### src/rtl/imem_loader.sv
// Instruction-memory loader: turns a header + big-endian byte stream into
// 32-bit word writes, holding the CPU off while a frame is being loaded.
module imem_loader #(
  parameter int unsigned MEM_WORDS = 32
) (
  input  logic        clk,
  input  logic        reset_n,
  input  logic        byte_valid,
  input  logic [7:0]  byte_data,
  output logic        wr_en,
  output logic [30:0] wr_addr,
  output logic [31:0] wr_data,
  output logic        cpu_hold,
  output logic        done,
  output logic        err
);

  localparam int unsigned WCW = (MEM_WORDS > 1) ? $clog2(MEM_WORDS) : 1;

  localparam logic [0:0] S_IDLE = 1'b0;
  localparam logic [0:0] S_LOAD = 1'b1;

  logic [0:0]     state_q, state_d;
  logic [7:0]     n_q, n_d;
  logic [WCW-1:0] word_cnt_q, word_cnt_d;
  logic [1:0]     byte_cnt_q, byte_cnt_d;
  logic [31:0]    shift_q, shift_d;
  logic           wr_en_q, wr_en_d;
  logic [30:0]    wr_addr_q, wr_addr_d;
  logic [31:0]    wr_data_q, wr_data_d;
  logic           hold_q, hold_d;
  logic           done_q, done_d;
  logic           err_q, err_d;

  logic hdr_ok;
  logic last_word;
  logic finishing;

  assign hdr_ok    = (byte_data != 8'd0) && (32'(byte_data) <= MEM_WORDS);
  assign last_word = (32'(word_cnt_q) + 32'd1) == 32'(n_q);

  always_comb begin
    state_d    = state_q;
    n_d        = n_q;
    word_cnt_d = word_cnt_q;
    byte_cnt_d = byte_cnt_q;
    shift_d    = shift_q;
    wr_en_d    = 1'b0;
    wr_addr_d  = wr_addr_q;
    wr_data_d  = wr_data_q;
    done_d     = 1'b0;
    err_d      = 1'b0;
    finishing  = 1'b0;

    case (state_q)
      S_IDLE: begin
        if (byte_valid) begin
          if (hdr_ok) begin
            state_d    = S_LOAD;
            n_d        = byte_data;
            word_cnt_d = '0;
            byte_cnt_d = '0;
            shift_d    = '0;
          end else begin
            err_d = 1'b1;
          end
        end
      end
      default: begin
        if (byte_valid) begin
          shift_d    = {shift_q[23:0], byte_data};
          byte_cnt_d = byte_cnt_q + 2'd1;
          if (byte_cnt_q == 2'd3) begin
            wr_en_d   = 1'b1;
            wr_data_d = {shift_q[23:0], byte_data};
            wr_addr_d = 31'({word_cnt_q, 2'b00});
            if (last_word) begin
              // Back to IDLE now so a byte in the done cycle is taken as a header.
              state_d    = S_IDLE;
              done_d     = 1'b1;
              finishing  = 1'b1;
              word_cnt_d = '0;
            end else begin
              word_cnt_d = word_cnt_q + WCW'(1);
            end
          end
        end
      end
    endcase

    // Hold stays up through the done cycle, then follows the state.
    hold_d = (state_d == S_LOAD) || finishing;
  end

  always_ff @(posedge clk or negedge reset_n) begin
    if (!reset_n) begin
      state_q    <= S_IDLE;
      n_q        <= '0;
      word_cnt_q <= '0;
      byte_cnt_q <= '0;
      shift_q    <= '0;
      wr_en_q    <= 1'b0;
      wr_addr_q  <= '0;
      wr_data_q  <= '0;
      hold_q     <= 1'b0;
      done_q     <= 1'b0;
      err_q      <= 1'b0;
    end else begin
      state_q    <= state_d;
      n_q        <= n_d;
      word_cnt_q <= word_cnt_d;
      byte_cnt_q <= byte_cnt_d;
      shift_q    <= shift_d;
      wr_en_q    <= wr_en_d;
      wr_addr_q  <= wr_addr_d;
      wr_data_q  <= wr_data_d;
      hold_q     <= hold_d;
      done_q     <= done_d;
      err_q      <= err_d;
    end
  end

  assign wr_en    = wr_en_q;
  assign wr_addr  = wr_addr_q;
  assign wr_data  = wr_data_q;
  assign cpu_hold = hold_q;
  assign done     = done_q;
  assign err      = err_q;

endmodule

### config.mk
export PLATFORM = sky130hd
export DESIGN_NAME = imem_loader
export DESIGN_NICKNAME = d
export VERILOG_FILES = /design/src/rtl/imem_loader.sv
export SDC_FILE = /design/constraint.sdc
export NUM_CORES = 1
export LEC_CHECK = 0
export BUFFER_PORTS_ARGS = -buffer_cell sky130_fd_sc_hd__clkbuf_2
export CAP_MARGIN = 20
export CORE_MARGIN = 8
export CORE_UTILIZATION = 47
export DETAILED_ROUTE_END_ITERATION = 6
export GPL_TIMING_DRIVEN = 0
export PLACE_DENSITY = 0.81
export SYNTH_ARGS = -nofsm -noshare
export SYNTH_HDL_FRONTEND = slang
export SYNTH_SLANG_ARGS = --single-unit
### constraint.sdc
create_clock -name clk -period 2.2 [get_ports clk]
set_input_delay 0.11 -clock clk [delete_from_list [all_inputs] [get_ports clk]]
set_output_delay 0.11 -clock clk [all_outputs]
set_load 0.1 [all_outputs]
After elaboration in Yosys (flattened, before gate mapping)
Cells that the tools add are included.

operators by class
  bitwise operators = 1
  equality and inequality tests = 3
  $lt $le $gt $ge = 1
  add/sub/neg operators = 3
  reduce and logical (&&, ||, !) cells = 8
  multiplexer cells = 30

operators with widths
  kind                 number
  $mux 24              4
  $mux 5               6
  $mux 1               16
  $reduce_and 3->1     3
  $eq 6x8->1           1
  $le 8x6->1 const B   1
  $mux 2               4
  $reduce_bool 8->1    1
  $add 5x1->6 const B  1
  $add 5x1->5 const B  1
  $add 2x1->2 const B  1
  $eq 2x2->1 const B   1
  $ne 2x1->1 const B   1
  $reduce_and 2->1     1
  $reduce_bool 2->1    1
  $logic_and 1x1->1    1
  $logic_or 1x1->1     1
  $not 1->1            1

word-level totals
  register bits = 81
  output and inout bits = 67

Logic depth before layout (Yosys ltp)
Gate-level depths: netlist (run 1).

  depth in word-level cells = 7
  gate-level depth with buffers = 9

Worst setup path before layout (run 1)
No wires, ideal clock.

  path kind = register to register
  start = register state_q
  end = register wr_data_q[10] (netlist: wr_data[10])
  required time = 2,132 ps
  setup slack = 440 ps
  period minus slack after synthesis = 1,760 ps
  stages on the path, launching flop included = 10
  arrival = 1,692 ps
  library setup time = 68 ps
  path through = dfrtp_1 > clkbuf_1 > and2_1 > buf_2 > nand2_1 > inv_1 > clkbuf_1 > buf_2 > nand2_1 > nand2_1

between the ends
  word-level cells in the longest chain between the ends = 1

ends and longest elaborated chain
  item                        RTL line  text
  start: declaration          23        logic [0:0] state_q, state_d;
  start signal: assignment    109       state_q <= state_d;
  $reduce_and 3->1 (no line)  n/a
  end signal: assignment      116       wr_data_q <= wr_data_d;
  end: declaration            30        logic [31:0] wr_data_q, wr_data_d;

Every way passes these cells.
A chain may end at the register's enable or synchronous reset.

Worst setup path after layout (run 1)
  start = register word_cnt_q[0]
  end = register word_cnt_q[2]

between the ends
  word-level cells in the longest chain between the ends = 6

ends and longest elaborated chain
  item                      RTL line  text
  start: declaration        25        logic [WCW-1:0] word_cnt_q, word_cnt_d;
  start signal: assignment  111       word_cnt_q <= word_cnt_d;
  $add 5x1->6               40        assign last_word = (32'(word_cnt_q) + 32'd1) == 32'(n_q);
  $eq 6x8->1                40
  $mux 5 *                  77        if (last_word) begin
  $mux 5 *                  73        if (byte_cnt_q == 2'd3) begin
  $mux 5 *                  70        if (byte_valid) begin
  $mux 5 *                  55        case (state_q)

Every way passes the cells marked *; elsewhere a longest branch is shown, timed or not. The select of a mux whose other input is x is not followed.

==> results_dict.tcl, run 1 <==
set metrics [dict create \
    final-setup-viol-count 0 \
    drc 0 \
    timing.fmax_mhz 489 \
    synth_ff_type "dfrtp_1" \
    fin_crit_ns 2.05 \
    synth_edf_count 0 \
    hold_path_depth 3 \
    synth_xor_area_share_pct 1.51 \
    synth_seq_cells 81 \
    ant_nets 0 \
    synth_common_cells "nand2_1 (118), dfrtp_1 (81), buf_4 (26), a22o_1 (25), clkbuf_1 (9)" \
    hold_path.class "input port to flip-flop" \
    rsz0062_at_grt "no" \
    grt_pass1_wl_mm 12.3 \
    synth_area_sq_um 3490 \
    hold_viol_final 0 \
    die_height_microns 102 \
    yosys.area_share.simple_pct 17.9 \
    synth_compound_area_share_pct 10.2 \
    met1_usage_pct 19.9 \
    path_class "flip-flop to flip-flop" \
    initial_core_util_pct 48.3 \
    clock-sinks 81 \
    grt_antenna_before_repair 0 \
    slowest_stage "dfrtp_1" \
    first_iter_violations 110 \
    clk_latency_ns 0.35 \
    cts_tree "done" \
    grt_pass1_vias 2451 \
    dr.pass1.iters 4 \
    synth_cell_type_count 46 \
    worst_pin_slew_ns 0.560 \
    cts_buffers 9 \
    yosysTopAreaCell "dfrtp_1" \
    end_kind "flip-flop" \
    synthToLayoutAreaGrowth_pct 20.9 \
    routed_wl_mm 7.58 \
    crit_arrival_ns 2.25 \
    critical_path.max_fanout 7 \
    synthMuxAreaShare_pct 2.91 \
    grt_use_met3_pct 4.77 \
    synth_top_cell_area_share_pct 58.1 \
    die_area_sq_um 10400 \
    max_stage_delay_ns 0.48 \
    syn_inst 330 \
    async_flop_share_pct 100 \
    busiest_layer "met2" \
    std_cell_rows 31 \
    status "completed" \
    slew_violations 0 \
    rr_worst_depth 7 \
    h-tree-depth 3 \
    ios 78 \
    synth_fa_ha_area_share_pct 0.718 \
    synth_most_common_cell "nand2_1" \
    seq_area_frac_synth_pct 58.1 \
    yosysWarnings 0 \
    vias 2540 \
    synth_top_family_by_area "simple AND/OR/NAND/NOR gates" \
    cts_root_buf "clkbuf_8" \
    startpoint_type "flip-flop" \
    crit_required_ns 2.41 \
    syn_area_per_cell_sq_um 10.6 \
    drv_cap 0 \
    grt_start_max_net_pins 44 \
    slew_headroom_pct 62.8 \
    ys_top_cells_by_area "dfrtp_1 (58%), nand2_1 (13%), a22o_1 (6.3%)" \
    crit_chain "ha_1 -> xor2_1 -> nor4_1 -> nand4_1 -> buf_4 -> o211ai_1 -> o311ai_0" \
    place.gp.congestion 0.811 \
    antenna_cells 0 \
    utilization_pct 58.4 \
    die_x_microns 102 \
    clk_path_buf_depth 2 \
    viasPerCell 4.86 \
    grtUsageMet2_pct 22.8 \
    grt_overflow 0 \
    coreArea_sq_um 7210 \
    layout-drive-gt1-share_pct 27.1 \
    fin_skew_ns 0.0125 \
    wl_per_cell_microns 14.5 \
    grtUsageTotal_pct 15.4 \
    final_nets 432 \
    hpwl_mm 5.66 \
    portBuffers 51 \
    clk_pin_slew_ns 0.08 \
    fin_crit_sh_pct 93.0 \
]
==> critical path: cells and delay by family, from the launching register on <==
kind | cells | cell delay, ns
buf+inv | 1 | 0.18
fa+ha+maj | 1 | 0.37
flops | 1 | 0.48
simple gates | 2 | 0.38
compound gates | 2 | 0.34
xor+xnor | 1 | 0.15
==> registers in the layout, indices dropped and copies added, names as in the netlist <==
signal and count:
state_q 1, n_q 8, wr_addr 5, err 1
shift_q 24, done 1, byte_cnt_q 2, wr_data 32
cpu_hold 1, wr_en 1, word_cnt_q 5
==> layout by cell type, fill, tap and decap left out, types with 2 or more instances in the layout <==
cell type	n
a22o_1	25
and2b_1	2
buf_2	4
buf_4	27
buf_6	3
bufinv_16	2
clkbuf_1	8
clkbuf_2	51
clkbuf_8	9
conb_1	26
dfrtp_1	81
ha_1	2
inv_1	2
mux2_4	6
nand2_1	118
nand3_1	2
nand4_1	2
nor2_1	2
nor3_1	2
nor4_1	2
o21a_1	2
o21ai_0	5
o2bb2ai_1	2
or3_1	3
xnor2_1	4
xor2_1	2
==> timing repair <==
action / in CTS / in global routing
gates resized for setup: 1 / 0
hold buffers: 1 / 0
hold endpoints to repair: 38 / 0
pin swaps: 0 / 1
endpoints found under the setup margin: 20 / 25
setup buffers: 0 / 1
==> path summary, 6_finish.rpt <==
| path | start | end | slack [ns] |
|---|---|---|---|
| worst max register to register | word_cnt_q[0] | word_cnt_q[2] | 0.15 |
| max in group asynchronous | reset_n | n_q[5] | 1.31 |
| worst max-delay path | word_cnt_q[0] | word_cnt_q[2] | 0.15 |
| worst min register to register | wr_data[31] | wr_data[31] | 0.48 |
| worst min-delay path | byte_data[0] | wr_data[0] | 0.02 |
| min in group asynchronous | reset_n | wr_addr[4] | 0.30 |
==> metrics by stage <==
| stage | setup TNS, ns | worst slack, ns | hold slack (ns) | instances | area (sq um) |
|---|---|---|---|---|---|
| finish | 0 | 0.153 | 0.0242 | 523 | 4210 |
| global route | 0 | 0.00575 | 0.0224 | 523 | 4210 |
| CTS | 0 | 0.0731 | 0.00969 | 523 | 4210 |
| detailed placement | -1.59 | -0.0995 | 0.146 | 506 | 3980 |
| global placement | -0.253 | -0.0368 | 0.378 | 505 | 3960 |
| floorplan | 0 | 0.440 | -0.186 | 355 | 3580 |
==> final cells by class <==
| cell class | instances | area (sq um) |
|---|---|---|
| multi-input cells | 229 | 1260 |
| plain buffers | 42 | 284 |
| repair buffers | 54 | 295 |
| well taps | 99 | 124 |
| inverters | 2 | 7.51 |
| clock buffers | 10 | 128 |
| fillers | 650 | 3000 |
| flip-flops and latches | 81 | 2030 |
| clock inverters | 6 | 90.1 |
==> cell families after synthesis <==
| group | count (synthesis) |
|---|---|
| other | 1 |
| muxes | 7 |
| xor gates and xnor gates | 6 |
| buffers and inverters | 45 |
| AOI/OAI and AO/OA | 44 |
| DFF | 81 |
| adders and majority gates | 2 |
| and+or+nand+nor | 144 |
==> routing by layer <==
layer / wire (microns) / vias up
li1: - / 1236
met1: 3440 / 1208
met2: 3440 / 85
met3: 561 / 11
met4: 144 / 0
met5: 0 / -
Power of run 1 is left out: the tool's default activity adds up to more than one toggle a clock period on the data nets, which glitch-free logic cannot reach.
==> inputs of run 2 (changes only) <==
- ABC_AREA: default -> 1
==> run 2 against run 1 <==
  * Critical path depth grew 2
  * Critical path type unchanged
  * Via count grew 9.1%
  * Area after synthesis about the same
  * Highest routed layer unchanged
==> results_dict.tcl, run 2 <==
set metrics [dict create \
    async_flop_share_pct 100 \
    final-setup-viol-count 0 \
    ys_top_cells_by_area "dfrtp_1 (58%), nand2_1 (17%), buf_4 (5.8%)" \
    hpwl_mm 5.97 \
    vias 2770 \
    critical_path.max_fanout 6 \
    synth_area_sq_um 3490 \
    synth_top_cell_area_share_pct 58.1 \
    top_layer "met4" \
    grt_antenna_before_repair 0 \
    layout-drive-gt1-share_pct 22.3 \
    cts_root_buf "clkbuf_8" \
    crit_arrival_ns 1.96 \
    clk_latency_ns 0.35 \
    syn_inst 398 \
    initial_core_util_pct 48.3 \
    synthToLayoutAreaGrowth_pct 20.2 \
    worst_pin_slew_ns 0.557 \
    synth_common_cells "nand2_1 (162), dfrtp_1 (81), o21ai_0 (38), inv_1 (29), buf_4 (27)" \
    routed_wl_mm 7.92 \
    cts_buffers 9 \
    startpoint_type "flip-flop" \
    grt_pass1_vias 2795 \
    wl_per_cell_microns 13.4 \
    end_kind "flip-flop" \
    largest_reg_flops 32 \
    first_iter_violations 106 \
    wl_met3_microns 602 \
    antenna_cells 0 \
    rsz0062_at_grt "no" \
    fin_crit_ns 1.72 \
    yosysWarnings 0 \
    grt_pass1_wl_mm 13.1 \
    crit_required_ns 2.44 \
    seq_area_frac_synth_pct 58.1 \
    hold_path.class "input port to flip-flop" \
    coreArea_sq_um 7210 \
    synth_cell_type_count 21 \
    clk_path_buf_depth 2 \
    std_cell_rows 31 \
    die_height_microns 102 \
    hold_viol_final 0 \
    final_cell_mix "nand2_1 (162), dfrtp_1 (81), clkbuf_2 (50)" \
    path_class "flip-flop to flip-flop" \
    n_fill_cell 677 \
    fin_crit_sh_pct 78.2 \
    clock-sinks 81 \
    final_common_cell "nand2_1" \
    drv_cap 0 \
    grt_start_max_net_pins 53 \
    wl_met1_mm 3.40 \
    synth_most_common_cell "nand2_1" \
    clk_pin_slew_ns 0.08 \
    yosysTopAreaCell "dfrtp_1" \
    die_area_sq_um 10400 \
    cts_setup_buffers 0 \
    syn_area_per_cell_sq_um 8.76 \
    slew_headroom_pct 63.0 \
    grt_overflow 0 \
    synth_ff_type "dfrtp_1" \
    die_x_microns 102 \
    final_nets 502 \
    h-tree-depth 3 \
    synth_seq_cells 81 \
    dr.pass1.iters 4 \
    slew_violations 0 \
    ios 78 \
    drc 0 \
    cts_tree "done" \
    portBuffers 51 \
    final.setup.tns_ns 0 \
    ant_nets 0 \
    synth_edf_count 0 \
    place.gp.congestion 0.891 \
    viasPerCell 4.68 \
    timing.fmax_mhz 581 \
    status "completed" \
    fin_skew_ns 0.00732 \
    met2WireLength_mm 3.71 \
    grtUsageTotal_pct 16.1 \
]
[run 2: cell count changes in the layout (fill, tap and decap cells not counted), sizes merged, moves of 3 or more]
cell and change:
or3 -3, o21ai +32, xnor2 -4, nand2 +50
inv +27, mux2 -7, nor2 +9, clkbuf -4
nor3 -3, a22o -25, nand4 +4, nand3 +17
[run 2: critical path, stage by stage (launching register included)]
cell     delay [ns]
dfrtp_1        0.45
ha_1           0.36
nand2_1        0.08
nand3_1        0.07
nor2_1         0.09
nand3_1        0.13
nor2_1         0.12
nand2_1        0.14
nand2_1        0.09
nand3_1        0.06
[run 2: what timing repair did]
item                      4_1_cts  5_1_grt
hold buffers                    3        0
gates resized for setup         0        0
hold endpoints to repair       31        0
[run 2: cells by family after synthesis]
family | synth area share [%]
AOI/OAI and AO/OA | 5.74
adders and majority gates | 0.718
buffers and inverters | 10.9
DFF | 58.1
other | 0.108
and+or+nand+nor | 24.4
[run 2: layer usage]
layer	up-vias	GRT usage (%)
li1	1369	-
met3	17	3.81
met2	86	26.0
met1	1298	19.4
met4	0	9.03
met5	-	0
[run 2: layout make-up]
type | count | area (sq um) | area share (%)
tap | 99 | 124 | 2.96
multi-input combinational | 274 | 1170 | 28.0
clock inverter | 4 | 28.8 | 0.687
inverter | 29 | 109 | 2.60
clock buffer | 11 | 141 | 3.37
sequential | 81 | 2030 | 48.4
timing repair buffer | 55 | 315 | 7.52
buffer | 39 | 272 | 6.48
[run 2: stage by stage]
step                      instance area (sq um)  utilization (%)  cells  hold WS (ns)  setup slack, ns
after global placement                     3960             54.9    573         0.351            0.321
after detailed placement                   3990             55.3    574         0.106            0.512
after CTS                                  4190             58.1    592       0.00939            0.477
after global routing                       4190             58.1    592        0.0245            0.316
after floorplan                            3580                -    423        -0.186            0.751
final                                      4190             58.1    592        0.0146            0.479
[run 2: path summary, 6_finish.rpt]
kind,start,end,slack (ns),cells after the start
worst max-delay path,word_cnt_q[0],state_q,0.48,9
worst min-delay path,byte_data[4],n_q[4],0.01,3
min in group asynchronous,reset_n,wr_data[14],0.25,2
worst min register to register,n_q[7],n_q[7],0.47,2
worst max register to register,word_cnt_q[0],state_q,0.48,9
max in group asynchronous,reset_n,wr_addr[5],1.36,3
Power of run 2 is left out for the same reason.
==> inputs of run 3 (changes only) <==
- ABC_AREA: 1 -> 0
- PLACE_DENSITY: 0.81 -> 0.84
- clock period: 2.2 -> 1.4 ns (I/O delays scaled with it)
==> run 3 against run 2 <==
  * The flow now finishes with violations (setup timing)
  * Final area rose by 20%
  * Die area is essentially flat
  * Sequential share of layout area fell by 8.1 points
  * Setup slack worse by 0.95 ns
  * Register-to-register slack got worse by 0.95 ns
  * First-iteration DRC count is 56% higher
  * Maximum frequency down 7.8%
  * Utilization is 12 points higher
  * Critical path depth fell by 3
  * Flip-flop and latch count unchanged
  * Largest cell class unchanged
==> results_dict.tcl, run 3 (synthesis results as in run 1) <==
set metrics [dict create \
    grt_pass1_wl_mm 14.9 \
    grt_pass1_vias 2931 \
    n_fill_cell 489 \
    fin_crit_sh_pct 133 \
    multiInputGateArea_sq_um 1500 \
    regToRegEndpoint "word_cnt_q[2]" \
    max_stage_delay_ns 0.51 \
    ff2ff_setup_slack_ns -0.47 \
    place.gp.congestion 0.779 \
    fin_ws_ns -0.467 \
    rr_worst_depth 6 \
    fin_crit_ns 1.87 \
    crit_chain "nand2_1 -> or3_1 -> nand4_1 -> buf_6 -> o211ai_1 -> o311ai_1" \
    path_class "flip-flop to flip-flop" \
    critical_path.max_fanout 8 \
    rsz0062_at_grt "yes" \
    std_cell_rows 31 \
    ant_nets 0 \
    hold_viol_final 0 \
    cts_buffers 9 \
    worst_pin_slew_ns 0.553 \
    clock-sinks 81 \
    crit_end "word_cnt_q[2]" \
    clk_path_buf_depth 2 \
    die_height_microns 102 \
    cts_tree "done" \
    stdcell_count 559 \
    startpoint_type "flip-flop" \
    placedCellCount 506 \
    dr.pass1.iters 4 \
    fin_skew_ns 0.0107 \
    ios 78 \
    slew_headroom_pct 63.3 \
    violations "setup timing" \
    crit_path_start "word_cnt_q[3]" \
    drc 0 \
    largest_reg_flops 32 \
    clk_latency_ns 0.36 \
    final.setup.tns_ns -11.14 \
    die_x_microns 102 \
    coreArea_sq_um 7210 \
    grt_start_max_net_pins 58 \
    crit_arrival_ns 2.12 \
    dpl_worst_slack_ns -0.545 \
    timing.fmax_mhz 536 \
    cts_root_buf "clkbuf_8" \
    end_kind "flip-flop" \
    viasPerCell 5.18 \
    clk_pin_slew_ns 0.08 \
    drv_cap 0 \
    slew_violations 0 \
    antenna_cells 0 \
    h-tree-depth 3 \
    hpwl_mm 5.63 \
    slowest_stage "dfrtp_1" \
    hold_path.class "input port to flip-flop" \
    grtUsageTotal_pct 18.8 \
    routed_wl_mm 10.5 \
    grt_antenna_before_repair 0 \
    portBuffers 51 \
    reg2reg_from "word_cnt_q[3]" \
    final-setup-viol-count 78 \
    initial_core_util_pct 48.3 \
    seqCellArea_sq_um 2030 \
    first_iter_violations 165 \
    utilization_pct 69.9 \
    layout-drive-gt1-share_pct 45.4 \
    final_cell_mix "nand2_1 (79), dfrtp_1 (79), clkbuf_2 (49)" \
    wl_per_cell_microns 18.8 \
    status "complete, but fails checks" \
    vias 2898 \
    grt_overflow 0 \
    final_nets 468 \
    die_area_sq_um 10400 \
    synthToLayoutAreaGrowth_pct 44.6 \
    crit_required_ns 1.65 \
]
[run 3: cell count changes in the layout (fill, tap and decap cells not counted), moves of 5 or more]
cell	previous run	this run
nand2_1	162	79
o21ai_0	38	3
nand2_2	5	36
inv_1	29	1
a22o_1	0	25
nand3_1	19	2
buf_6	2	16
buf_4	27	38
buf_8	0	9
nor2_1	10	2
mux2_4	0	7
buf_2	7	1
dlygate4sd3_1	3	8
[run 3: timing repair]
action | 4_1_cts | 5_1_grt
gates resized for setup | 51 | 67
setup buffers | 15 | 9
hold endpoints to repair | 28 | 0
pin swaps | 19 | 5
setup endpoints to repair | 73 | 78
hold buffers | 8 | 0
gates cloned | 4 | 4
[run 3: worst min-delay path by stage]
stage / startpoint / to / cells after the start
2_1_floorplan: reset_n / byte_cnt_q[0] / 0
3_3_place_gp: byte_data[2] / wr_data[2] / 3
3_5_place_dp: reset_n / wr_data[1] / 1
4_1_cts: byte_data[0] / n_q[0] / 2
5_1_grt: byte_data[1] / n_q[1] / 2
6_report: byte_data[1] / shift_q[1] / 2
[run 3: layout make-up]
| class | instances | area share [%] |
|---|---|---|
| plain buffers | 41 | 7.99 |
| well taps | 99 | 2.46 |
| clock buffers | 11 | 2.81 |
| clock inverters | 5 | 1.71 |
| inverters | 2 | 0.248 |
| repair buffers | 91 | 14.7 |
| multi-input cells | 229 | 29.8 |
| flip-flops and latches | 81 | 40.3 |
[run 3: critical path, delay by kind of cell, from the launching register on]
kind	cells	cell delay, ns
AO/OA/AOI/OAI	2	0.39
buffers and inverters	1	0.16
flip-flops	1	0.51
AND/OR/NAND/NOR	3	0.70
[run 3: per-stage QoR]
step,instance area [sq um],hold slack [ns]
2_1_floorplan,3660,-0.226
3_3_place_gp,4040,0.332
3_5_place_dp,4070,0.0320
4_1_cts,4730,0.00634
5_1_grt,5040,0.0164
6_report,5040,0.0175
[run 3: layer usage]
layer / vias up / track usage, % / wire, microns
li1: 1305 / - / -
met4: 0 / 11.6 / 452
met1: 1443 / 22.1 / 4080
met5: - / 0 / 0
met2: 115 / 30.0 / 5330
met3: 35 / 4.90 / 614
Power of run 3 is left out for the same reason.
